$ cat src/rtl/fir_pkg.sv
// Shared constants for the FIR coefficient loader: default sizes and FSM state codes.
package fir_pkg;

  localparam int FIR_W1 = 9;
  localparam int FIR_M  = 4;

  localparam logic [1:0] ST_IDLE = 2'd0;
  localparam logic [1:0] ST_LOAD = 2'd1;
  localparam logic [1:0] ST_RUN  = 2'd2;

endpackage

$ cat src/rtl/fir_coeff_loader_if.sv
// Host config, load control, sample stream and FIR-facing signals of the coefficient loader.
interface fir_coeff_loader_if
  import fir_pkg::*;
#(
  parameter int W1 = FIR_W1,
  parameter int AW = $clog2(FIR_M)
);

  logic          cfg_we;
  logic [AW-1:0] cfg_addr;
  logic [W1-1:0] cfg_data;
  logic          load_start;
  logic          load_busy;
  logic          load_done;
  logic          s_valid;
  logic [W1-1:0] s_data;
  logic          s_ready;
  logic [W1-1:0] fir_x;
  logic [W1-1:0] fir_c;
  logic          fir_x_load;

  // Host / source / FIR side
  modport master (
    output cfg_we, cfg_addr, cfg_data, load_start, s_valid, s_data,
    input  load_busy, load_done, s_ready, fir_x, fir_c, fir_x_load
  );

  // Loader side
  modport slave (
    input  cfg_we, cfg_addr, cfg_data, load_start, s_valid, s_data,
    output load_busy, load_done, s_ready, fir_x, fir_c, fir_x_load
  );

endinterface

$ cat src/rtl/fir_coeff_bank.sv
// M x W1 coefficient register file with async clear, range/lock-gated writes
// and a write-through read port.
module fir_coeff_bank
  import fir_pkg::*;
#(
  parameter int W1 = FIR_W1,
  parameter int M  = FIR_M,
  parameter int AW = $clog2(M)
) (
  input  logic          clk,
  input  logic          rst,
  input  logic          we,
  input  logic          lock,
  input  logic [AW-1:0] wr_addr,
  input  logic [W1-1:0] wr_data,
  input  logic [AW-1:0] rd_addr,
  output logic [W1-1:0] rd_data
);

  localparam logic [AW:0] DEPTH = (AW + 1)'(M);

  logic [W1-1:0] mem_q [M];
  logic [W1-1:0] mem_d [M];
  logic          wr_en;

  assign wr_en = we && !lock && ({1'b0, wr_addr} < DEPTH);

  // Next bank contents; reading mem_d gives same-cycle write-through
  always_comb begin
    for (int unsigned i = 0; i < M; i++) begin
      mem_d[i] = mem_q[i];
      if (wr_en && (wr_addr == AW'(i))) mem_d[i] = wr_data;
    end
  end

  // Read mux over the post-write view
  always_comb begin
    rd_data = '0;
    for (int unsigned i = 0; i < M; i++) begin
      if (rd_addr == AW'(i)) rd_data = mem_d[i];
    end
  end

  // Bank storage, cleared asynchronously
  always_ff @(posedge clk or posedge rst) begin
    if (rst) begin
      for (int unsigned i = 0; i < M; i++) mem_q[i] <= '0;
    end else begin
      for (int unsigned i = 0; i < M; i++) mem_q[i] <= mem_d[i];
    end
  end

endmodule

$ cat src/rtl/fir_coeff_loader.sv
// Shifts a host-written coefficient bank into the FIR (x_load=0), then forwards
// the upstream sample stream as FIR x (x_load=1). All outputs are registered.
module fir_coeff_loader
  import fir_pkg::*;
#(
  parameter int W1 = FIR_W1,
  parameter int M  = FIR_M,
  parameter int AW = $clog2(M)
) (
  input logic                clk,
  input logic                rst,
  fir_coeff_loader_if.slave  bus
);

  localparam logic [AW-1:0] K_LAST = AW'(M - 1);

  logic [1:0]    state_q, state_d;
  logic [AW-1:0] k_q, k_d;
  logic [W1-1:0] fir_c_q, fir_c_d;
  logic [W1-1:0] fir_x_q, fir_x_d;
  logic          fir_x_load_q, fir_x_load_d;
  logic          load_busy_q, load_busy_d;
  logic          load_done_q, load_done_d;
  logic          s_ready_q, s_ready_d;
  logic          lock;
  logic [AW-1:0] rd_addr;
  logic [W1-1:0] rd_data;

  assign lock = (state_q == ST_LOAD);

  // fir_c is registered one cycle ahead: the start edge fetches bank[0]
  // (with write-through), each LOAD edge fetches the entry after k.
  assign rd_addr = lock ? (k_q + AW'(1)) : '0;

  fir_coeff_bank #(
    .W1 (W1),
    .M  (M),
    .AW (AW)
  ) u_bank (
    .clk     (clk),
    .rst     (rst),
    .we      (bus.cfg_we),
    .lock    (lock),
    .wr_addr (bus.cfg_addr),
    .wr_data (bus.cfg_data),
    .rd_addr (rd_addr),
    .rd_data (rd_data)
  );

  // FSM, load counter and next values of all output registers
  always_comb begin
    state_d      = state_q;
    k_d          = k_q;
    fir_c_d      = '0;
    fir_x_d      = '0;
    fir_x_load_d = 1'b1;
    load_busy_d  = 1'b0;
    load_done_d  = 1'b0;
    s_ready_d    = 1'b0;
    case (state_q)
      ST_LOAD: begin
        if (k_q == K_LAST) begin
          state_d     = ST_RUN;
          k_d         = '0;
          load_done_d = 1'b1;
          s_ready_d   = 1'b1;
        end else begin
          k_d          = k_q + AW'(1);
          fir_c_d      = rd_data;
          fir_x_load_d = 1'b0;
          load_busy_d  = 1'b1;
        end
      end
      default: begin
        if (bus.load_start) begin
          state_d      = ST_LOAD;
          k_d          = '0;
          fir_c_d      = rd_data;
          fir_x_load_d = 1'b0;
          load_busy_d  = 1'b1;
        end else if (state_q == ST_RUN) begin
          s_ready_d = 1'b1;
          fir_x_d   = bus.s_valid ? bus.s_data : '0;
        end else begin
          state_d = ST_IDLE;
        end
      end
    endcase
  end

  // State and output registers
  always_ff @(posedge clk or posedge rst) begin
    if (rst) begin
      state_q      <= ST_IDLE;
      k_q          <= '0;
      fir_c_q      <= '0;
      fir_x_q      <= '0;
      fir_x_load_q <= 1'b1;
      load_busy_q  <= 1'b0;
      load_done_q  <= 1'b0;
      s_ready_q    <= 1'b0;
    end else begin
      state_q      <= state_d;
      k_q          <= k_d;
      fir_c_q      <= fir_c_d;
      fir_x_q      <= fir_x_d;
      fir_x_load_q <= fir_x_load_d;
      load_busy_q  <= load_busy_d;
      load_done_q  <= load_done_d;
      s_ready_q    <= s_ready_d;
    end
  end

  assign bus.fir_c      = fir_c_q;
  assign bus.fir_x      = fir_x_q;
  assign bus.fir_x_load = fir_x_load_q;
  assign bus.load_busy  = load_busy_q;
  assign bus.load_done  = load_done_q;
  assign bus.s_ready    = s_ready_q;

endmodule

$ cat src/flat_wrapper.sv
// flat-port wrapper written by rule: the top's interface ports become plain ports
module fir_coeff_loader_flat import fir_pkg::*;
#(
  parameter int W1 = FIR_W1,
  parameter int M  = FIR_M,
  parameter int AW = $clog2(M)
)
  (clk, rst, bus_cfg_we, bus_cfg_addr, bus_cfg_data, bus_load_start, bus_s_valid, bus_s_data, bus_load_busy, bus_load_done, bus_s_ready, bus_fir_x, bus_fir_c, bus_fir_x_load);
  fir_coeff_loader_if #(.W1(W1), .AW(AW)) bus_i ();
  input logic clk;
  input logic rst;
  input wire logic [$bits(bus_i.cfg_we)-1:0] bus_cfg_we;
  input wire logic [$bits(bus_i.cfg_addr)-1:0] bus_cfg_addr;
  input wire logic [$bits(bus_i.cfg_data)-1:0] bus_cfg_data;
  input wire logic [$bits(bus_i.load_start)-1:0] bus_load_start;
  input wire logic [$bits(bus_i.s_valid)-1:0] bus_s_valid;
  input wire logic [$bits(bus_i.s_data)-1:0] bus_s_data;
  output wire logic [$bits(bus_i.load_busy)-1:0] bus_load_busy;
  output wire logic [$bits(bus_i.load_done)-1:0] bus_load_done;
  output wire logic [$bits(bus_i.s_ready)-1:0] bus_s_ready;
  output wire logic [$bits(bus_i.fir_x)-1:0] bus_fir_x;
  output wire logic [$bits(bus_i.fir_c)-1:0] bus_fir_c;
  output wire logic [$bits(bus_i.fir_x_load)-1:0] bus_fir_x_load;
  assign bus_i.cfg_we = bus_cfg_we;
  assign bus_i.cfg_addr = bus_cfg_addr;
  assign bus_i.cfg_data = bus_cfg_data;
  assign bus_i.load_start = bus_load_start;
  assign bus_i.s_valid = bus_s_valid;
  assign bus_i.s_data = bus_s_data;
  assign bus_load_busy = bus_i.load_busy;
  assign bus_load_done = bus_i.load_done;
  assign bus_s_ready = bus_i.s_ready;
  assign bus_fir_x = bus_i.fir_x;
  assign bus_fir_c = bus_i.fir_c;
  assign bus_fir_x_load = bus_i.fir_x_load;
  fir_coeff_loader #(.W1(W1), .M(M), .AW(AW)) u_core (.clk(clk), .rst(rst), .bus(bus_i));
endmodule
$ cat config.mk
export PLATFORM = sky130hd
export DESIGN_NAME = fir_coeff_loader_flat
export DESIGN_NICKNAME = d
export VERILOG_FILES = /design/src/rtl/fir_pkg.sv /design/src/rtl/fir_coeff_loader_if.sv /design/src/rtl/fir_coeff_bank.sv /design/src/rtl/fir_coeff_loader.sv /design/src/flat_wrapper.sv
export SDC_FILE = /design/constraint.sdc
export NUM_CORES = 1
export LEC_CHECK = 0
export CAP_MARGIN = 20
export CORE_MARGIN = 3
export CORE_UTILIZATION = 35
export DETAILED_ROUTE_END_ITERATION = 12
export PLACE_DENSITY = 0.64
export RECOVER_POWER = 100
export REMOVE_ABC_BUFFERS = 1
export SLEW_MARGIN = 5
export SYNTH_ARGS = -nofsm -noshare
export SYNTH_HDL_FRONTEND = slang
export SYNTH_HIERARCHICAL = 1
export SYNTH_SLANG_ARGS = --single-unit
$ cat constraint.sdc
create_clock -name clk -period 2.55 [get_ports clk]
set_input_delay 0.3825 -clock clk [delete_from_list [all_inputs] [get_ports clk]]
set_output_delay 0.3825 -clock clk [all_outputs]
set_load 0.005 [all_outputs]
# == After elaboration in Yosys (flattened, before gate mapping) ==
# Index checks and enable logic that the tools add are counted.
# word_totals
ff_bits,62
input_bits,25
output_inout_bits,22
elab_cells,67
# op_classes
add_sub_neg,1
eq_ne,11
mux,33
reduce_logical,10
# op_table
operator,n
$mux W9,15
$mux W2,8
$eq A2 B2 Y1 const B,6
$mux W1,10
$eq A2 B1 Y1 const B,3
$logic_and A1 B1 Y1,5
$logic_not A2 Y1,2
$ne A3 B2 Y1 const B,1
$add A2 B1 Y2 const B,1
$ne A2 B2 Y1 const B,1
$reduce_and A2 Y1,1
$reduce_bool A2 Y1,1
$logic_not A1 Y1,1

# == Depth between registers and ports, before layout ==
# Gate-level depths: netlist of run 1.
# depth
depth_word,11
ltp_mapped,11
depth_no_buf,8

# == Modules after synthesis ==
# Netlist of run 1, hierarchy kept.
# modules_own_cells
mod,instances,cells_each,area_per_inst_um2,seq_area_each_um2
fir_coeff_bank,1,113,1577.8,900.9
fir_coeff_loader,1,78,1002.2,651.9

# == Worst setup path after synthesis of run 1 ==
# No wires, ideal clock.
# synth_timing
path_type,register to register
from,register u_core.state_q[1]
to,"register u_core.fir_c_q[8], in the netlist u_core/bus.fir_c[8]"
setup_time_ns,0.127
t_arrival_ns,2.038
required_ns,2.423
path_slack_ns,0.385
path_stages_with_launch,11
path_buffers,2
period_less_slack_ns,2.165
cell_sequence,dfrtp_1 nand2b_1 buf_2 buf_4 inv_1 nor4b_4 mux2_2 o22ai_1 nor2_1 inv_1 a211oi_1
# synth_rtl
element,line,source
"start, declared",fir_coeff_loader.sv:17,"logic [1:0] state_q, state_d;"
"start signal, assigned",fir_coeff_loader.sv:103,state_q <= state_d;
"end signal, assigned",fir_coeff_loader.sv:105,fir_c_q <= fir_c_d;
"end, declared",fir_coeff_loader.sv:19,"logic [W1-1:0] fir_c_q, fir_c_d;"

==> summary.txt, run 1 <==
Final layout
  • ANT cells: 0
  • Most frequent cells in the layout: 61 x dfrtp_1, 24 x dlygate4sd3_1, 22 x clkdlybuf4s50_1
  • Final core utilization: 0.478
  • Most common cell after layout, fill and taps aside: dfrtp_1
  • Fillers: 654
  • Final Instance Area: around 3300 um^2
  • Layout cells sized above 1: 0.166
  • Nets: 268
  • P&R area growth vs syn: 29.3%

STA
  • Slew margin rel.: 0.407
  • Final hold vios: 0
  • RSZ-0062 raised after global routing: false
  • Final Skew: 0.00692 ns
  • Final period utilization: 0.880
  • Final TNS setup: 0 ns
  • Period minus WS final: 2.24 ns
  • Final setup viols: 0
  • Highest Clock Rate: between 0.4 and 0.5 GHz
  • Actual slew at the worst max-slew pin: 0.890 ns
  • Setup ws final: 0.307 ns
  • Final slew viol count: 0

Logic synthesis
  • Post-synthesis sequential area ratio: 0.602
  • Mapped cell area: 2580 um^2
  • Synth Register Bits: 62
  • Post-Synthesis Cells: 191
  • Adder-cell share of the synthesized area: 0.00485
  • Top-area cell type share of the netlist area: 0.592
  • Post-Synth Simple-Gate Area: 0.0892
  • Largest area contributor in the netlist: dfrtp_1
  • YS warnings: 6
  • Yosys cell types: 26
  • Synth Area in Compound Gates: 0.0936
  • XOR/XNOR share of the synthesized area: 0
  • Largest family of logic cells by synthesized area: multiplexers
  • Top cells by area, synth: dfrtp_1 59%, mux2_2 16%, o22ai_1 4.4%
  • Post-synthesis mux area share: 0.161
  • Avg Inst Size Synth: 13.5 um^2

Detailed routing
  • Antenna-violating nets left: 0
  • DRC violations left: 0
  • Vias per inst: 4.90
  • 1st-iter DRT viols: 82
  • Wire per inst: 15.8 um
  • Drt pass-1 iters: 4
  • DR vias: 1681
  • Total wire length: around 5400 um

CTS
  • Clock transition at the registers of the reported paths: roughly 0.070 ns
  • Worst-Skew Late Latency: roughly 0.34 ns
  • TritonCTS clock tree: done
  • CTS resizes: 0
  • Clock sinks: 62
  • Deepest clock path buffer count: 2
  • CTS Hold Bufs: 0
  • Clk root buf: clkbuf_8
  • Setup bufs post-CTS: 0
  • Num CTS Buffers: 9
  • H-tree lvl count: 3

Die
  • Full die area: 8440 um^2
  • # rows: 30
  • IO Count: 47
  • Core ar.: about 7000 um^2
  • Die Wd: approximately 92 um
  • Die Y: 91.9 um
  • Starting Density: 0.370

Power
  • VDD IR-drop max: around 0.46 mV
  • Power share of the combinational group: 0.388
  • Pint: 2.84 mW
  • Seq pwr share: 0.361
  • Sw Share: 0.324
  • Clock share of power: 0.251
  • Cell area power density: roughly 1300 nW/um^2
  • Leakage: about 1.5 nW
  • NetSw: 1.36 mW

Min path
  • Min-Delay Path Class: flip-flop to flip-flop
  • Hold EP: u_core/u_bank/mem_q[17]
  • Hold path depth: 1
  • Hold path startpoint: u_core/u_bank/mem_q[17]

Status
  • Status: completed

Setup path
  • Depth of the worst register-to-register path: 8
  • Worst setup path class: flip-flop to flip-flop
  • Flop-to-flop setup slack: 0.31 ns
  • Arr. time, crit path: 2.43 ns
  • Crit. Startpoint: u_core/state_q[1]
  • Crit start category: flip-flop
  • Critical R2R Launch: u_core/state_q[1]
  • Max FO, Critical Path: 9
  • Worst r2r dst: u_core/bus.fir_c[5]
  • CP Capture Type: flip-flop
  • Data required, critical path: 2.74 ns

Placement
  • Area post-placement: just over 3000 um^2
  • DP Worst Slack: 0.204 ns
  • GPL Wtd Cong: 0.681
  • I/O Buffers: 46
  • DP HPWL: between 3000 and 4000 um

Global route
  • Largest net degree at the start of global routing: 37
  • Initial antenna violation count: 0
  • Vias in the first global route: 1818
  • First-pass GRT wire length: about 9000 um
  • Gr usage total: 0.139
  • GRT Residual Overflow: 0

Flow run
  • Max Cap Viol: 0
## sequential cells by signal, indices dropped and copies added, names as in the netlist
register and count:
u_core/bus.load_busy 1, u_core/bus.load_done 1, u_core/bus.fir_c 9, u_core/k_q 2, u_core/u_bank/mem_q 36, u_core/bus.s_ready 1, u_core/state_q 2, u_core/bus.fir_x 9
u_core/bus.fir_x_load 1
## worst max-delay path, cell delays in order, from the launching register on
cell      delay, ns
dfrtp_1        0.42
nand2b_1       0.18
inv_1          0.11
and4bb_1       0.64
mux2_1         0.40
o22ai_1        0.17
nor2_1         0.07
inv_1          0.07
a211oi_1       0.05
## worst max path at each step
stage,depth (start not counted),end
floorplan,8,u_core/bus.fir_c[8]
global placement,7,u_core/bus.fir_c[5]
detailed placement,7,u_core/bus.fir_c[5]
CTS,8,u_core/bus.fir_c[7]
global route,8,u_core/bus.fir_c[1]
finish,8,u_core/bus.fir_c[5]
## synthesized netlist by cell type, drive strengths merged
cell / number
mux2: 36
inv: 14
a211oi: 9
nand4b: 1
buf: 10
o22ai: 18
dfrtp: 61
mux2i: 1
a31o: 1
a21o: 3
nor2: 12
a21oi: 2
and3b: 1
ha: 1
nand2: 1
and4bb: 3
nand2b: 4
and2: 9
dfstp: 1
or2: 1
nor4b: 2
## layer usage
metal | wire length, um | GRT usage | part of all wire | vias up
met5 | 0 | 0 | 0 | -
met4 | 109 | 0.0619 | 0.020 | 0
met3 | 152 | 0.0435 | 0.028 | 11
met2 | 2620 | 0.222 | 0.48 | 28
met1 | 2520 | 0.173 | 0.47 | 866
li1 | - | - | - | 776
## power groups by stage
stage,clock [mW],sequential [mW],combinational (mW)
finish,1.06,1.52,1.63
global route,1.13,1.57,1.81
global placement,0,1.53,1.75
detailed placement,0,1.55,1.76
floorplan,0,1.52,1.18
CTS,1.08,1.53,1.77
## stage by stage
stage / hold slack (ns) / total power [mW] / std cells
6_report: 0.484 / 4.20 / 343
3_5_place_dp: 0.485 / 3.31 / 327
5_1_grt: 0.499 / 4.51 / 343
2_1_floorplan: 0.422 / 2.70 / 181
3_3_place_gp: 0.478 / 3.28 / 327
4_1_cts: 0.495 / 4.37 / 343
## area by class of cell
| cell class | count | area, um^2 | share of cell area |
|---|---|---|---|
| clock buffer | 11 | 141 | 0.0424 |
| clock inverter | 5 | 106 | 0.0319 |
| inverter | 14 | 52.6 | 0.0157 |
| multi-input combinational | 105 | 880 | 0.264 |
| sequential | 62 | 1550 | 0.465 |
| tap | 96 | 120 | 0.0360 |
| timing repair buffer | 50 | 484 | 0.145 |
## kinds of logic (layout without fill, tap and decap cells)
group | count (synthesis) | count (layout)
DFF | 62 | 62
muxes | 37 | 37
and+or+nand+nor | 34 | 34
AOI/OAI and AO/OA | 33 | 33
buffers and inverters | 24 | 80
adders and majority gates | 1 | 1
No activity file was read; power rests on OpenSTA's default activity.
==> run 2: changes to the inputs <==
Settings changed: ABC_AREA from default to 1, SYNTH_HIERARCHICAL 1 to default.
==> summary.txt, run 2 <==
STA
  • RSZ-0062 raised after global routing: false
  • Highest Clock Rate: 0.478 GHz (+7.1%)
  • Actual slew at the worst max-slew pin: 1.48 ns (+0.587 ns)
  • Final period utilization: 0.821 (-0.0587)
  • Period minus WS final: 2.09 ns (-0.150 ns)
  • Final slew viol count: 0 (unchanged)
  • Final Skew: 0.0102 ns (+0.00330 ns)
  • Slew margin rel.: 0.0154 (-0.391)
  • Final TNS setup: 0 ns (unchanged)
  • Final setup viols: 0 (unchanged)
  • Final hold vios: 0 (unchanged)

Die
  • Die Wd: 94.5 um (+2.9%)
  • Starting Density: 0.370 (+0.000505)
  • Die Y: 94.5 um (+2.9%)
  • # rows: 31 (+3.3%)
  • Core ar.: 7410 um^2 (+6.1%)
  • IO Count: 47 (unchanged)
  • Full die area: 8930 um^2 (+5.8%)

CTS
  • Worst-Skew Late Latency: 0.34 ns (about the same)
  • Num CTS Buffers: 9 (unchanged)
  • H-tree lvl count: 3 (unchanged)
  • CTS Hold Bufs: 0 (unchanged)
  • Deepest clock path buffer count: 2 (unchanged)
  • Clock transition at the registers of the reported paths: 0.06 ns (about the same)
  • TritonCTS clock tree: done
  • Clock sinks: 62 (unchanged)
  • Setup bufs post-CTS: 0 (unchanged)
  • CTS resizes: 0 (unchanged)
  • Clk root buf: clkbuf_8

Setup path
  • Peak per-stage delay on the critical path: 0.84 ns (+0.20 ns)
  • Worst r2r dst: u_core.bus.fir_c[2]
  • Critical R2R Launch: u_core.k_q[0]
  • Crit start category: input pin
  • Flop-to-flop setup slack: 0.48 ns (+0.17 ns)
  • Max FO, Critical Path: 10 (+1)
  • Worst setup path class: input pin to flip-flop
  • CP Capture Type: flip-flop
  • Depth of the worst register-to-register path: 6 (-2)
  • CP most frequent cell: nand2_1
  • Critical path cell sequence: dlygate4sd3_1 -> nand4_4 -> inv_1 -> nand2_1 -> nand3_1 -> nand2_1 -> a21oi_1
  • Arr. time, crit path: 2.33 ns (-0.10 ns)
  • Slowest library cell on the worst path: dlygate4sd3_1
  • Data required, critical path: 2.79 ns (+0.05 ns)

Global route
  • Initial antenna violation count: 0 (unchanged)
  • Vias in the first global route: 2075 (+14%)
  • Largest net degree at the start of global routing: 63 (+70%)
  • Gr usage total: 0.155 (+0.0157)
  • First-pass GRT wire length: 10500 um (+16%)
  • GRT Residual Overflow: 0 (unchanged)

Logic synthesis
  • Mapped cell area: 2740 um^2 (+6.3%)
  • Top cells by area, synth: dfrtp_1 56%, nand2_1 11%, nand3_1 6.4%
  • Post-Synthesis Cells: 302 (+58%)
  • FFs w/ async S/R, synth: 1.00 (unchanged)
  • Yosys cell types: 25 (-3.8%)
  • Largest area contributor in the netlist: dfrtp_1
  • Top-area cell type share of the netlist area: 0.557 (-0.0348)
  • Synth cell count leaders: 80 x nand2_1, 61 x dfrtp_1, 35 x nand3_1
  • Most frequent cell after synthesis: nand2_1
  • Post-synthesis sequential area ratio: 0.566 (-0.0354)
  • Synth Register Bits: 62 (unchanged)
  • Post-synth EDFFs: 0 (unchanged)
  • Avg Inst Size Synth: 9.08 um^2 (-33%)
  • Dominant synthesized flop cell: dfrtp_1
  • YS warnings: 0 (-6)

Final layout
  • Layout cells sized above 1: 0.0970 (-0.0690)
  • Most common cell after layout, fill and taps aside: nand2_1
  • Most frequent cells in the layout: 83 x nand2_1, 61 x dfrtp_1, 36 x nand3_1
  • Final Instance Area: 3440 um^2 (+3.0%)
  • ANT cells: 0 (unchanged)
  • Top reg by flops: u_core.u_bank.mem_q
  • Finished Layout Cells: 460 (+34%)
  • P&R area growth vs syn: 25.4%
  • Largest register FFs: 36 (unchanged)
  • Nets: 382 (+43%)

Detailed routing
  • Total wire length: 6210 um (+15%)
  • Antenna-violating nets left: 0 (unchanged)
  • Wire per inst: 13.5 um (-14%)
  • DR vias: 2173 (+29%)
  • Drt pass-1 iters: 4 (unchanged)
  • Vias per inst: 4.72 (-3.6%)
  • DRC violations left: 0 (unchanged)
  • 1st-iter DRT viols: 176 (+110%)

Placement
  • Placed insts: 444 (+36%)
  • DP HPWL: 4280 um (+17%)
  • GPL Wtd Cong: 0.816 (+20%)
  • Area post-placement: 3310 um^2 (+6.2%)
  • I/O Buffers: 46 (unchanged)

Min path
  • Hold path depth: 2 (+1)
  • Hold EP: u_core.u_bank.mem_q[20]
  • Min-Delay Path Class: flip-flop to flip-flop
  • Hold path startpoint: u_core.u_bank.mem_q[20]

Power
  • Cell area power density: 1160 nW/um^2 (-7.8%)
  • Leakage: 1.77 nW (+15%)
  • VDD IR-drop max: 0.360 mV (-22%)

Status
  • Status: completed

Flow run
  • Max Cap Viol: 0 (unchanged)
## run 2: through the flow
stage / utilization / hold slack (ns) / worst slack (ns) / total power, mW
detailed placement: 0.447 / 0.458 / 0.287 / 3.33
finish: 0.464 / 0.471 / 0.457 / 3.99
floorplan: - / 0.437 / 0.628 / 2.68
global route: 0.464 / 0.491 / 0.257 / 4.34
global placement: 0.447 / 0.448 / 0.290 / 3.29
CTS: 0.471 / 0.437 / 0.654 / 4.13
## run 2: final cells by class
cell class / count / area [um^2]
Fill cell: 742 / 3970
Clock inverter: 4 / 22.5
Timing Repair Buffer: 51 / 492
Tap cell: 99 / 124
Inverter: 36 / 135
Clock buffer: 12 / 155
Sequential cell: 62 / 1550
Multi-Input combinational cell: 196 / 956
## run 2: power breakdown
group | total [mW] | switching [mW] | internal [mW]
sequential | 1.51 | 0.114 | 1.39
clock | 0.778 | 0.377 | 0.401
combinational | 1.70 | 1.05 | 0.656
total | 3.99 | 1.54 | 2.45
## run 2: how the worst max path moves through the flow
stage	from	to	cells past startpoint
after floorplan	rst	u_core.bus.fir_c[0]	1
after global placement	bus_cfg_we	u_core.bus.fir_c[2]	7
after detailed placement	bus_cfg_addr[1]	u_core.bus.fir_c[2]	8
after CTS	u_core.k_q[0]	u_core.bus.fir_c[2]	6
after global routing	bus_cfg_we	u_core.bus.fir_c[2]	6
final	bus_cfg_we	u_core.bus.fir_c[2]	7
## run 2: cell families (layout without fill, tap and decap cells)
logic type / count (synthesis) / after routing / share of synthesized area
flops: 62 / 62 / 0.566
buf+inv: 44 / 103 / 0.0739
fa+ha+maj: 1 / 1 / 0.00456
simple gates: 163 / 163 / 0.283
compound gates: 32 / 32 / 0.0726
## run 2: critical path: cells and delay by family
kind                   cells  cell delay [ns]
buffers and inverters      2             1.19
AND/OR/NAND/NOR            4             0.54
AO/OA/AOI/OAI              1             0.22
## run 2: layer usage
layer,GRT usage,routed length [um],vias to the layer above
met5,0,0,-
met1,0.213,2780,1038
met4,0.0685,102,0
li1,-,-,1082
met3,0.0406,300,9
met2,0.230,3030,44
==> run 3: changes to the inputs <==
Settings changed: PLACE_DENSITY 0.64 to 0.66.
Clock period 2.55 ns to 1.7 ns, I/O delays scaled along.
==> summary.txt, run 3 (same netlist as run 2, synthesis figures left out) <==
CTS
  • Clock sinks: 62 (unchanged)
  • CTS resizes: 0 (unchanged)
  • Num CTS Buffers: 9 (unchanged)
  • H-tree lvl count: 3 (unchanged)
  • Deepest clock path buffer count: 2 (unchanged)
  • Clock transition at the registers of the reported paths: 0.07 ns (about the same)
  • TritonCTS clock tree: done
  • Setup bufs post-CTS: 0 (unchanged)
  • CTS Hold Bufs: 0 (unchanged)
  • Clk root buf: clkbuf_8
  • Worst-Skew Late Latency: 0.34 ns (about the same)

STA
  • RSZ-0062 raised after global routing: false
  • Slew margin rel.: 0.502 (+0.487)
  • Final TNS setup: 0 ns (unchanged)
  • Setup ws final: 0.0984 ns (-0.358 ns)
  • Actual slew at the worst max-slew pin: 0.746 ns (-0.731 ns)
  • Final setup viols: 0 (unchanged)
  • Final slew viol count: 0 (unchanged)
  • Period minus WS final: 1.60 ns
  • Highest Clock Rate: 0.624 GHz
  • Final period utilization: 0.942
  • Final Skew: 0.00651 ns (-0.00371 ns)
  • Final hold vios: 0 (unchanged)

Die
  • Starting Density: 0.370 (unchanged)
  • Die Y: 94.5 um (unchanged)
  • IO Count: 47 (unchanged)
  • # rows: 31 (unchanged)
  • Full die area: 8930 um^2 (unchanged)
  • Die Wd: 94.5 um (unchanged)
  • Core ar.: 7410 um^2 (unchanged)

Detailed routing
  • 1st-iter DRT viols: 105 (-40%)
  • Drt pass-1 iters: 4 (unchanged)
  • DR vias: 2253 (+3.7%)
  • Vias per inst: 4.66 (-1.3%)
  • Antenna-violating nets left: 0 (unchanged)
  • DRC violations left: 0 (unchanged)
  • Wire per inst: 13.6 um (+0.91%)
  • Total wire length: 6580 um (+6.0%)

Status
  • Status: completed

Setup path
  • Buf/Inv on CP: 1 (-1)
  • Crit. Startpoint: u_core.bus.fir_x_load
  • Worst setup path class: flip-flop to primary output
  • Arr. time, crit path: 1.35 ns (-0.98 ns)
  • Peak per-stage delay on the critical path: 0.52 ns (-0.32 ns)
  • Data required, critical path: 1.44 ns (-1.35 ns)
  • Critical R2R Launch: u_core.state_q[1]
  • Max FO, Critical Path: 1 (-9)
  • Cell family with most CP delay: flip-flops
  • Slowest library cell on the worst path: dfstp_2
  • Critical path cell sequence: clkdlybuf4s50_1
  • Crit start category: flip-flop
  • CP Capture Type: primary output

Placement
  • DP Worst Slack: -0.136 ns (-0.424 ns)
  • GPL Wtd Cong: 0.849 (+4.1%)
  • DP HPWL: 4680 um (+9.5%)
  • I/O Buffers: 46 (unchanged)

Global route
  • GRT Residual Overflow: 0 (unchanged)
  • Largest net degree at the start of global routing: 26 (-59%)
  • Initial antenna violation count: 0 (unchanged)
  • Vias in the first global route: 2249 (+8.4%)
  • Gr usage total: 0.165 (+0.00961)
  • First-pass GRT wire length: 11000 um (+5.1%)

Power
  • Leakage: 1.94 nW (+10%)
  • Cell area power density: 1790 nW/um^2 (+54%)
  • VDD IR-drop max: 0.684 mV (+90%)

Final layout
  • ANT cells: 0 (unchanged)
  • Most common cell after layout, fill and taps aside: nand2_1
  • Top reg by flops: u_core.u_bank.mem_q
  • Layout cells sized above 1: 0.174 (+0.0775)
  • Fillers: 712 (-4.0%)
  • Nets: 405 (+6.0%)
  • P&R area growth vs syn: 38.0%
  • Most frequent cells in the layout: 80 x nand2_1, 61 x dfrtp_1, 36 x nand3_1
  • Largest register FFs: 36 (unchanged)

Min path
  • Min-Delay Path Class: input pin to flip-flop
  • Hold path startpoint: bus_s_data[7]

Flow run
  • Max Cap Viol: 0 (unchanged)
==> run 3: area by class of cell <==
type	instances	area (um^2)	share of cell area
Sequential cell	62	1550	0.410
Multi-Input combinational cell	196	977	0.258
Timing Repair Buffer	74	758	0.200
Inverter	36	135	0.0357
Clock buffer	9	124	0.0327
Tap cell	99	124	0.0327
Clock inverter	7	113	0.0298
==> run 3: final timing paths <==
check | endpoint | cells past startpoint | slack, ns
setup reg to reg | u_core.bus.fir_c[5] | 9 | 0.1
setup / recovery | bus_fir_x_load | 1 | 0.1
max in group asynchronous | u_core.u_bank.mem_q[35] | 3 | 0.62
min in group asynchronous | u_core.bus.fir_x[2] | 2 | 0.48
hold / removal | u_core.bus.fir_x[7] | 3 | 0.42
hold reg to reg | u_core.u_bank.mem_q[10] | 2 | 0.48
==> run 3: power breakdown <==
group,internal (mW),switching [mW]
clock network,0.965,0.586
logic,1.28,1.66
registers,2.09,0.178
total,4.33,2.43
==> run 3: stage by stage <==
stage                util  hold slack [ns]  area (um^2)  total power, mW  cells
finish              0.511            0.416         3780             6.76    483
global route        0.511            0.400         3780             7.28    483
global placement    0.480            0.452         3560             5.25    467
CTS                 0.512            0.234         3790             6.90    483
detailed placement  0.480            0.464         3560             5.31    467
floorplan               -            0.361         2670             4.02    294
==> run 3: routing by layer <==
metal / track usage / part of all wire / up-vias
met1: 0.212 / 0.45 / 1054
met2: 0.261 / 0.48 / 59
met5: 0 / 0 / -
met4: 0.0817 / 0.017 / 0
met3: 0.0375 / 0.053 / 9
li1: - / - / 1131
